[config.mk]
export PLATFORM = sky130hd
export DESIGN_NAME = dmac_channel_arbiter_flat
export DESIGN_NICKNAME = d
export VERILOG_FILES = /design/src/rtl/dmac_channel_arbiter_if.sv /design/src/rtl/dmac_channel_arbiter.sv /design/src/flat_wrapper.sv
export SDC_FILE = /design/constraint.sdc
export NUM_CORES = 1
export LEC_CHECK = 0
export BUFFER_PORTS_ARGS = -buffer_cell sky130_fd_sc_hd__buf_2
export CORE_MARGIN = 2
export CORE_UTILIZATION = 45
export CTS_BUF_LIST = sky130_fd_sc_hd__clkbuf_2
export CTS_CLUSTER_SIZE = 40
export DETAILED_ROUTE_END_ITERATION = 6
export GPL_ROUTABILITY_DRIVEN = 0
export PLACE_DENSITY = 0.68
export SETUP_SLACK_MARGIN = 0.4
export SYNTH_ARGS = -nofsm -noshare
export SYNTH_HDL_FRONTEND = slang
export SYNTH_SLANG_ARGS = --single-unit
[constraint.sdc]
create_clock -name clk -period 1.96 [get_ports clk]
set_input_delay 0.098 -clock clk [delete_from_list [all_inputs] [get_ports clk]]
set_output_delay 0.098 -clock clk [all_outputs]
set_load 0.03 [all_outputs]
[src/rtl/dmac_channel_arbiter_if.sv]
// dmac_channel_arbiter_if
//   Signal bundle between the DMAC channel arbiter and its surroundings
//   (peripheral request lines, AHB bus arbiter, per-channel engines).
//   Modports:
//     slave  - the arbiter: takes requests/grant/channel status, drives
//              bus_req, ch_en, req_ack, cur_ch, busy, irq, irq_err, timeout_err
//     master - the environment driving the arbiter
//   Parameter NUM_CH sets the request/enable vector width.
interface dmac_channel_arbiter_if #(
  parameter int NUM_CH = 4
);
  localparam int CW = $clog2(NUM_CH);

  logic [NUM_CH-1:0] dmac_req;
  logic              bus_grant;
  logic              ch_cfg_done;
  logic              ch_done;
  logic              ch_err;

  logic              bus_req;
  logic [NUM_CH-1:0] ch_en;
  logic [NUM_CH-1:0] req_ack;
  logic [CW-1:0]     cur_ch;
  logic              busy;
  logic              irq;
  logic              irq_err;
  logic              timeout_err;

  modport slave (
    input  dmac_req, bus_grant, ch_cfg_done, ch_done, ch_err,
    output bus_req, ch_en, req_ack, cur_ch, busy, irq, irq_err, timeout_err
  );

  modport master (
    output dmac_req, bus_grant, ch_cfg_done, ch_done, ch_err,
    input  bus_req, ch_en, req_ack, cur_ch, busy, irq, irq_err, timeout_err
  );
endinterface

[src/rtl/dmac_channel_arbiter.sv]
// dmac_channel_arbiter
//   Round-robin arbiter/sequencer for the DMAC channel engines. Picks one
//   requesting peripheral, holds the AHB bus request until grant and channel
//   configuration arrive, enables exactly one channel engine, and signals
//   completion or error with a one-cycle interrupt.
//
//   Ports:
//     clk  - clock
//     rst  - asynchronous, active-high reset
//     bus  - dmac_channel_arbiter_if.slave
//            in : dmac_req[NUM_CH], bus_grant, ch_cfg_done, ch_done, ch_err
//            out: bus_req, ch_en[NUM_CH], req_ack[NUM_CH], cur_ch, busy,
//                 irq, irq_err, timeout_err   (all registered)
//
//   Optional feature macro: DMAC_ARB_TIMEOUT_EN
//     Defined  : REQ_BUS gives up after GRANT_TIMEOUT cycles, reporting
//                irq + irq_err + timeout_err and advancing the round-robin
//                pointer so a stalled channel cannot starve the others.
//     Undefined: REQ_BUS waits indefinitely, timeout_err is tied low.
//
//   state   | meaning
//   IDLE    | no transfer, scanning dmac_req from rr_ptr
//   REQ_BUS | channel selected, bus_req held, waiting for grant + config
//   ACTIVE  | channel engine enabled while bus_grant is present
//   DONE    | one-cycle completion, irq pulse, rr_ptr advances
module dmac_channel_arbiter #(
  parameter int NUM_CH        = 4,
  parameter int GRANT_TIMEOUT = 255
) (
  input logic                  clk,
  input logic                  rst,
  dmac_channel_arbiter_if.slave bus
);
  localparam int CW = $clog2(NUM_CH);

  localparam logic [1:0] S_IDLE    = 2'd0;
  localparam logic [1:0] S_REQ_BUS = 2'd1;
  localparam logic [1:0] S_ACTIVE  = 2'd2;
  localparam logic [1:0] S_DONE    = 2'd3;

  logic [1:0]        r_state;
  logic [CW-1:0]     r_rr_ptr;
  logic [CW-1:0]     r_cur_ch;
  logic              r_bus_req;
  logic [NUM_CH-1:0] r_ch_en;
  logic [NUM_CH-1:0] r_req_ack;
  logic              r_busy;
  logic              r_irq;
  logic              r_irq_err;
  logic              r_timeout_err;

  logic [CW-1:0]     w_sel;
  logic              w_any_req;
  logic [CW:0]       w_idx;
  logic [NUM_CH-1:0] w_cur_oh;
  logic [CW-1:0]     w_next_ptr;

  // First set request scanning upward from rr_ptr with wrap. The index is
  // one bit wider than cur_ch so rr_ptr + i never overflows before the wrap.
  always_comb begin
    w_sel     = '0;
    w_any_req = 1'b0;
    w_idx     = '0;
    for (int i = 0; i < NUM_CH; i++) begin
      w_idx = {1'b0, r_rr_ptr} + (CW+1)'(i);
      if (w_idx >= (CW+1)'(NUM_CH)) begin
        w_idx = w_idx - (CW+1)'(NUM_CH);
      end
      if (!w_any_req && bus.dmac_req[w_idx[CW-1:0]]) begin
        w_any_req = 1'b1;
        w_sel     = w_idx[CW-1:0];
      end
    end
  end

  assign w_cur_oh   = {{(NUM_CH-1){1'b0}}, 1'b1} << r_cur_ch;
  assign w_next_ptr = (r_cur_ch == CW'(NUM_CH-1)) ? '0 : r_cur_ch + CW'(1);

`ifdef DMAC_ARB_TIMEOUT_EN
  localparam int TW = $clog2(GRANT_TIMEOUT+1);
  logic [TW-1:0] r_tmo_cnt;
  logic          w_tmo_hit;
  assign w_tmo_hit = (r_tmo_cnt == TW'(GRANT_TIMEOUT-1));
`else
  logic w_unused_tmo;
  assign w_unused_tmo = (GRANT_TIMEOUT == 0);
`endif

  always_ff @(posedge clk or posedge rst) begin
    if (rst) begin
      r_state       <= S_IDLE;
      r_rr_ptr      <= '0;
      r_cur_ch      <= '0;
      r_bus_req     <= 1'b0;
      r_ch_en       <= '0;
      r_req_ack     <= '0;
      r_busy        <= 1'b0;
      r_irq         <= 1'b0;
      r_irq_err     <= 1'b0;
      r_timeout_err <= 1'b0;
`ifdef DMAC_ARB_TIMEOUT_EN
      r_tmo_cnt     <= '0;
`endif
    end else begin
      r_req_ack     <= '0;
      r_irq         <= 1'b0;
      r_irq_err     <= 1'b0;
      r_timeout_err <= 1'b0;
      case (r_state)
        S_IDLE: begin
          if (w_any_req) begin
            r_state   <= S_REQ_BUS;
            r_cur_ch  <= w_sel;
            r_bus_req <= 1'b1;
            r_busy    <= 1'b1;
`ifdef DMAC_ARB_TIMEOUT_EN
            r_tmo_cnt <= '0;
`endif
          end
        end
        S_REQ_BUS: begin
          // Withdrawal beats acceptance and timeout in the same cycle.
          if (!bus.dmac_req[r_cur_ch]) begin
            r_state   <= S_IDLE;
            r_bus_req <= 1'b0;
            r_busy    <= 1'b0;
          end else if (bus.bus_grant && bus.ch_cfg_done) begin
            r_state   <= S_ACTIVE;
            r_req_ack <= w_cur_oh;
            r_ch_en   <= w_cur_oh;
          end
`ifdef DMAC_ARB_TIMEOUT_EN
          else if (w_tmo_hit) begin
            r_state       <= S_DONE;
            r_bus_req     <= 1'b0;
            r_irq         <= 1'b1;
            r_irq_err     <= 1'b1;
            r_timeout_err <= 1'b1;
          end else begin
            r_tmo_cnt <= r_tmo_cnt + TW'(1);
          end
`endif
        end
        S_ACTIVE: begin
          if (bus.ch_done || bus.ch_err) begin
            r_state   <= S_DONE;
            r_bus_req <= 1'b0;
            r_ch_en   <= '0;
            r_irq     <= 1'b1;
            r_irq_err <= bus.ch_err;
          end else begin
            // Grant loss pauses the engine but keeps the channel owned.
            r_ch_en <= bus.bus_grant ? w_cur_oh : '0;
          end
        end
        S_DONE: begin
          r_state  <= S_IDLE;
          r_busy   <= 1'b0;
          r_rr_ptr <= w_next_ptr;
        end
        default: begin
          r_state <= S_IDLE;
        end
      endcase
    end
  end

  assign bus.bus_req     = r_bus_req;
  assign bus.ch_en       = r_ch_en;
  assign bus.req_ack     = r_req_ack;
  assign bus.cur_ch      = r_cur_ch;
  assign bus.busy        = r_busy;
  assign bus.irq         = r_irq;
  assign bus.irq_err     = r_irq_err;
  assign bus.timeout_err = r_timeout_err;
endmodule

[src/flat_wrapper.sv]
// flat-port wrapper written by rule: the top's interface ports become plain ports
module dmac_channel_arbiter_flat 
#(
  parameter int NUM_CH        = 4,
  parameter int GRANT_TIMEOUT = 255
)
  (clk, rst, bus_dmac_req, bus_bus_grant, bus_ch_cfg_done, bus_ch_done, bus_ch_err, bus_bus_req, bus_ch_en, bus_req_ack, bus_cur_ch, bus_busy, bus_irq, bus_irq_err, bus_timeout_err);
  dmac_channel_arbiter_if #(.NUM_CH(NUM_CH)) bus_i ();
  input logic clk;
  input logic rst;
  input wire logic [$bits(bus_i.dmac_req)-1:0] bus_dmac_req;
  input wire logic [$bits(bus_i.bus_grant)-1:0] bus_bus_grant;
  input wire logic [$bits(bus_i.ch_cfg_done)-1:0] bus_ch_cfg_done;
  input wire logic [$bits(bus_i.ch_done)-1:0] bus_ch_done;
  input wire logic [$bits(bus_i.ch_err)-1:0] bus_ch_err;
  output wire logic [$bits(bus_i.bus_req)-1:0] bus_bus_req;
  output wire logic [$bits(bus_i.ch_en)-1:0] bus_ch_en;
  output wire logic [$bits(bus_i.req_ack)-1:0] bus_req_ack;
  output wire logic [$bits(bus_i.cur_ch)-1:0] bus_cur_ch;
  output wire logic [$bits(bus_i.busy)-1:0] bus_busy;
  output wire logic [$bits(bus_i.irq)-1:0] bus_irq;
  output wire logic [$bits(bus_i.irq_err)-1:0] bus_irq_err;
  output wire logic [$bits(bus_i.timeout_err)-1:0] bus_timeout_err;
  assign bus_i.dmac_req = bus_dmac_req;
  assign bus_i.bus_grant = bus_bus_grant;
  assign bus_i.ch_cfg_done = bus_ch_cfg_done;
  assign bus_i.ch_done = bus_ch_done;
  assign bus_i.ch_err = bus_ch_err;
  assign bus_bus_req = bus_i.bus_req;
  assign bus_ch_en = bus_i.ch_en;
  assign bus_req_ack = bus_i.req_ack;
  assign bus_cur_ch = bus_i.cur_ch;
  assign bus_busy = bus_i.busy;
  assign bus_irq = bus_i.irq;
  assign bus_irq_err = bus_i.irq_err;
  assign bus_timeout_err = bus_i.timeout_err;
  dmac_channel_arbiter #(.NUM_CH(NUM_CH), .GRANT_TIMEOUT(GRANT_TIMEOUT)) u_core (.clk(clk), .rst(rst), .bus(bus_i));
endmodule
### Word level (Yosys, flattened, before mapping)

Cells that the tools add are included.

* eq/ne operators: 10
* shifts and indexed selects: 1
* order comparisons: 9
* add/sub/neg operators: 8
* reduce and logical (&&, ||, !) cells: 17
* multiplexer cells: 45

Operator list (count)
* two-way mux 4 bit: 7
* two-way mux 2 bit: 13
* two-way mux 1 bit: 16
* < comparator 2 x 3 -> 1 bit (second input constant): 5
* binary-select mux 1 bit (select 2 bit): 5
* >= comparator 3 bit (second input constant): 3
* AND reduction 3 bit: 3
* != test 2 x 1 -> 1 bit (second input constant): 4
* case mux 2 bit (4 select lines): 1
* case mux 4 bit (2 select lines): 1
* subtractor 2 x 1 -> 2 bit (second input constant): 4
* adder 2 x 2 -> 3 bit (second input constant): 2
* equality test 2 bit (second input constant): 3
* case mux 1 bit (3 select lines): 2
* nonzero test 3 bit: 2
* logical AND 1 bit: 4
* AND reduction 4 bit: 1
* << shifter 1 x 2 -> 4 bit (first input constant): 1
* adder 2 x 1 -> 3 bit (second input constant): 1
* >= comparator 2 x 3 -> 1 bit (second input constant): 1
* logical NOT 1 bit: 3
* != test 3 bit (second input constant): 1
* adder 2 x 1 -> 2 bit (second input constant): 1
* equality test 2 x 1 -> 1 bit (second input constant): 1
* other kinds (5): 5

* output and inout bits: 15
* word-level logic and storage cells: 99
* bits of input ports: 10
* register bits after elaboration: 18

### Depth between registers and ports, before layout

* depth in word-level cells: 16
* depth in mapped cells: 6
* gate-level depth less buffers: 6

### Worst setup path after synthesis

No wires, ideal clock.

* path kind: reg2reg
* start point: register u_core.r_cur_ch[0], in the netlist u_core.bus.cur_ch[0]
* end point: register u_core.r_ch_en[0], in the netlist u_core.bus.ch_en[0]
* period minus slack after synthesis: 1776 ps
* arrival: 1655 ps
* data required time: 1839 ps
* library setup time: 121 ps
* path slack: 184 ps
* path buffers: 0
* cell stages (with the launch flop): 5
* path through: dfrtp_1 -> mux4_2 -> o211ai_4 -> a21oi_2 -> a22o_1

* word-level cells in the longest chain between the ends: 4
* elaborated cells on any way between the ends: 10
* those cells by class: 1 x eq/ne; 1 x shift; 7 x mux; 1 x reduce/logical

RTL lines
* start: declaration: line dmac_channel_arbiter.sv:43 `logic [CW-1:0] r_cur_ch;`
* start signal: assignment: line dmac_channel_arbiter.sv:113 `r_cur_ch <= w_sel;`
* binary-select mux 1 bit (select 2 bit) or << shifter 1 x 2 -> 4 bit (tied branches): line dmac_channel_arbiter.sv:123, dmac_channel_arbiter.sv:76
* two-way mux 1 bit (not written as such), or another cell as far along: line dmac_channel_arbiter.sv:123 `if (!bus.dmac_req[r_cur_ch]) begin`
* != test 2 x 1 -> 1 bit (no source line), or another cell as far along
* AND reduction 3 bit (no source line) or case mux 4 bit (2 select lines) (tied branches)
* end signal: assignment: line dmac_channel_arbiter.sv:130 `r_ch_en <= w_cur_oh;`
* end signal: assignment: line dmac_channel_arbiter.sv:153 `r_ch_en <= bus.bus_grant ? w_cur_oh : '0;`
* end: declaration: line dmac_channel_arbiter.sv:45 `logic [NUM_CH-1:0] r_ch_en;`

Parallel ways exist; a longest one is shown, timed or not. The select of a mux whose other input is x is not followed.
A chain may end at the register's enable or synchronous reset.

### Worst setup path in the final report

Same ends and word-level chain as after synthesis.

==> summary.md <==
| Metric | Value |
|---|---|
| Skew-Pair Late Insertion Delay | `0.29 ns` |
| Worst-margin pin slew | `0.661 ns` |
| Yosys reg bits | `18` |
| Final Cycle Share | `78.4%` |
| Final WL | `1.81 mm` |
| Layout Nets | `142` |
| Finished layout cell area | `1190 µm²` |
| DR vias/cell | `5.03` |
| Yosys cell types | `27` |
| Hold WS | `0.0738 ns` |
| Relative slew slack | `55.9%` |
| Cell area after placement | `1120 µm²` |
| CP Class | `reg2reg` |
| Gr usage total | `16.1%` |
| H-tree Lvls | `1` |
| R2R depth | `4` |
| Wire per inst | `12.2 µm` |
| Status | `finished, final reports clean` |
| CP Max Fanout | `4` |
| Maximum clock path buffer count | `2` |
| First-pass GRT wire length | `3.04 mm` |
| Largest net degree at the start of global routing | `19` |
| Initial DRC count | `23` |
| Sequential-to-total area share from yosys stat | `46.2%` |
| Cts bufs inserted | `3` |
| Final Skew | `0.00123 ns` |
| Share of cells above drive strength 1 | `33.1%` |
| Worst EP arrival | `1.74 ns` |
| Initial core utilization | `48.7%` |
| Mapped Area | `975 µm²` |
| DR vias | `744` |
| Power per cell area | `1480 nW/µm²` |
| RSZ-0062 raised after global routing | `true` |
| Detail Route Antenna Nets | `0` |
| CP Capture Type | `flip-flop` |
| Total power draw | `1.77 mW` |
| Fmax | `0.651 GHz` |
| Number of port buffers | `23` |
| Clock tree root driver cell | `clkbuf_2` |
| Hold Path Class | `in2reg` |
| Floorplan die area | `2550 µm²` |
| Clk pin slew, worst setup/hold paths | `0.16 ns` |
| DRT Pass-1 Iters | `4` |
| CP startpoint kind | `flip-flop` |
| Final setup viols | `0` |
| Ant diodes | `0` |
| Worst hold stages | `3` |
| Worst VDD drop | `655 µV` |
| Final Hold Fails | `0` |
| Ys Warns | `0` |
| DRC | `0` |
| Final Critical Period | `1.54 ns` |
| Initial antenna violation count | `0` |
| Final Max Slew Viols | `0` |
| Die Width | `50.5 µm` |
| Setup TNS | `0 ns` |
| TritonCTS clock tree | `yes` |
| Mapped Cells | `90` |
| Die height | `50.5 µm` |
| Vias in the first global route | `679` |
| Total core area | `2000 µm²` |
| Maxcap violations | `0` |
| Worst EP required | `2.16 ns` |
| Net Count, Synth | `110` |
| Synth Area per Inst | `10.8 µm²` |
| I/O Pins | `25` |
| Area Growth Syn to Fin | `22.6%` |
| Utilization after layout | `59.7%` |
| Post-DP HPWL | `1.39 mm` |
| # rows | `16` |
| GRT overflow | `0` |
| Leakage | `0.630 nW` |
| CTS Sinks | `18` |
## synthesized netlist by cell type (all sizes together)
library cell | instances | share of area [%]
a21bo | 1 | 1.0
a21o | 1 | 0.77
a21oi | 5 | 3.0
a221o | 1 | 1.0
a22o | 5 | 4.5
a22oi | 1 | 0.77
a31oi | 1 | 0.64
and2 | 5 | 3.2
buf | 1 | 0.77
conb | 1 | 0.38
dfrtp | 18 | 46
ha | 10 | 13
inv | 9 | 3.5
mux2 | 2 | 2.3
mux2i | 2 | 2.1
mux4 | 1 | 2.3
nand2 | 6 | 2.3
nand2b | 3 | 1.9
nand3 | 2 | 1.0
nand3b | 1 | 0.77
nor2 | 6 | 2.3
nor2b | 2 | 1.3
nor4 | 1 | 0.64
o211ai | 1 | 2.2
o21ai | 2 | 1.0
o22ai | 2 | 1.3
## final timing paths
check | endpoint | from | slack (ns)
setup / recovery | u_core.bus.ch_en[0] | u_core.bus.cur_ch[0] | 0.42
hold / removal | u_core.bus.irq | bus_ch_done | 0.07
setup reg to reg | u_core.bus.ch_en[0] | u_core.bus.cur_ch[0] | 0.42
hold reg to reg | u_core.bus.bus_req | u_core.bus.bus_req | 0.53
max in group asynchronous | u_core.bus.cur_ch[0] | rst | 1.09
min in group asynchronous | u_core.bus.irq_err | rst | 0.41
## layout make-up
type / count / area, µm²
clock buffers: 3 / 15.0
flip-flops and latches: 18 / 453
well taps: 27 / 33.8
clock inverters: 1 / 3.75
multi-input cells: 62 / 498
repair buffers: 28 / 158
inverters: 9 / 33.8
fillers: 179 / 807
## metrics by stage
stage,setup WS [ns],instances
6_report,0.424,148
5_1_grt,0.373,148
4_1_cts,0.389,147
3_5_place_dp,0.318,139
3_3_place_gp,0.387,139
2_1_floorplan,0.309,90
## worst max-delay path: stages (launching register included)
cell and delay, ns:
dfrtp_2 0.41, mux4_2 0.55, o211ai_4 0.22, a21oi_4 0.06
a22o_1 0.20
## cell families (layout without fill, tap and decap cells)
logic type | after synthesis | in the layout | synth area share [%]
AND/OR/NAND/NOR | 26 | 26 | 13.5
AO/OA/AOI/OAI | 20 | 20 | 16.2
flip-flops | 18 | 18 | 46.2
adder cells (fa/ha/maj) | 10 | 10 | 12.8
buffers and inverters | 10 | 41 | 4.24
multiplexers | 5 | 5 | 6.67
other | 1 | 1 | 0.385
## placed cells by master, fill, tap and decap left out, types with 2 or more instances in the layout
cell / n
nand2_1: 6
dfrtp_2: 2
mux2_2: 2
mux2i_1: 2
nor2b_1: 2
dlygate4sd3_1: 2
a21oi_1: 4
o21ai_0: 2
nor2_1: 6
nand3_1: 2
ha_1: 9
and2_1: 5
buf_4: 3
buf_2: 23
dfrtp_1: 16
o22ai_1: 2
clkbuf_2: 3
nand2b_1: 3
inv_1: 8
a22o_1: 5
## state kept, by name, indices dropped and copies added, names as in the netlist, named ones only
register and cells:
u_core.bus.irq_err 1, u_core.bus.ch_en 4, u_core.r_state 1, u_core.bus.req_ack 4
u_core.bus.busy 1, u_core.bus.bus_req 1, u_core.bus.cur_ch 2, u_core.bus.irq 1
u_core.r_rr_ptr 2
## power by group
group	total, mW	internal, mW	leakage, nW	switching (mW)
Sequential	0.601	0.498	0.229	0.102
Combinational	1.01	0.436	0.386	0.578
Clock	0.154	0.0444	0.0140	0.110
Total	1.77	0.979	0.630	0.790
## routing by layer
metal	vias to the layer above	GRT usage [%]	routed length, µm
met4	0	8.11	35
met2	25	25.9	836
li1	368	-	-
met1	347	21.6	842
met5	-	0	0
met3	4	1.79	92
## repair_timing
action / CTS / global route
setup buffers: 3 / 0
cloned: 0 / 0
endpoints found under the hold margin: 18 / 1
resized for setup: 1 / 4
setup endpoints to repair: 5 / 11
pin swaps: 1 / 2
hold buffers: 1 / 1
(Power assumes the default switching activity.)
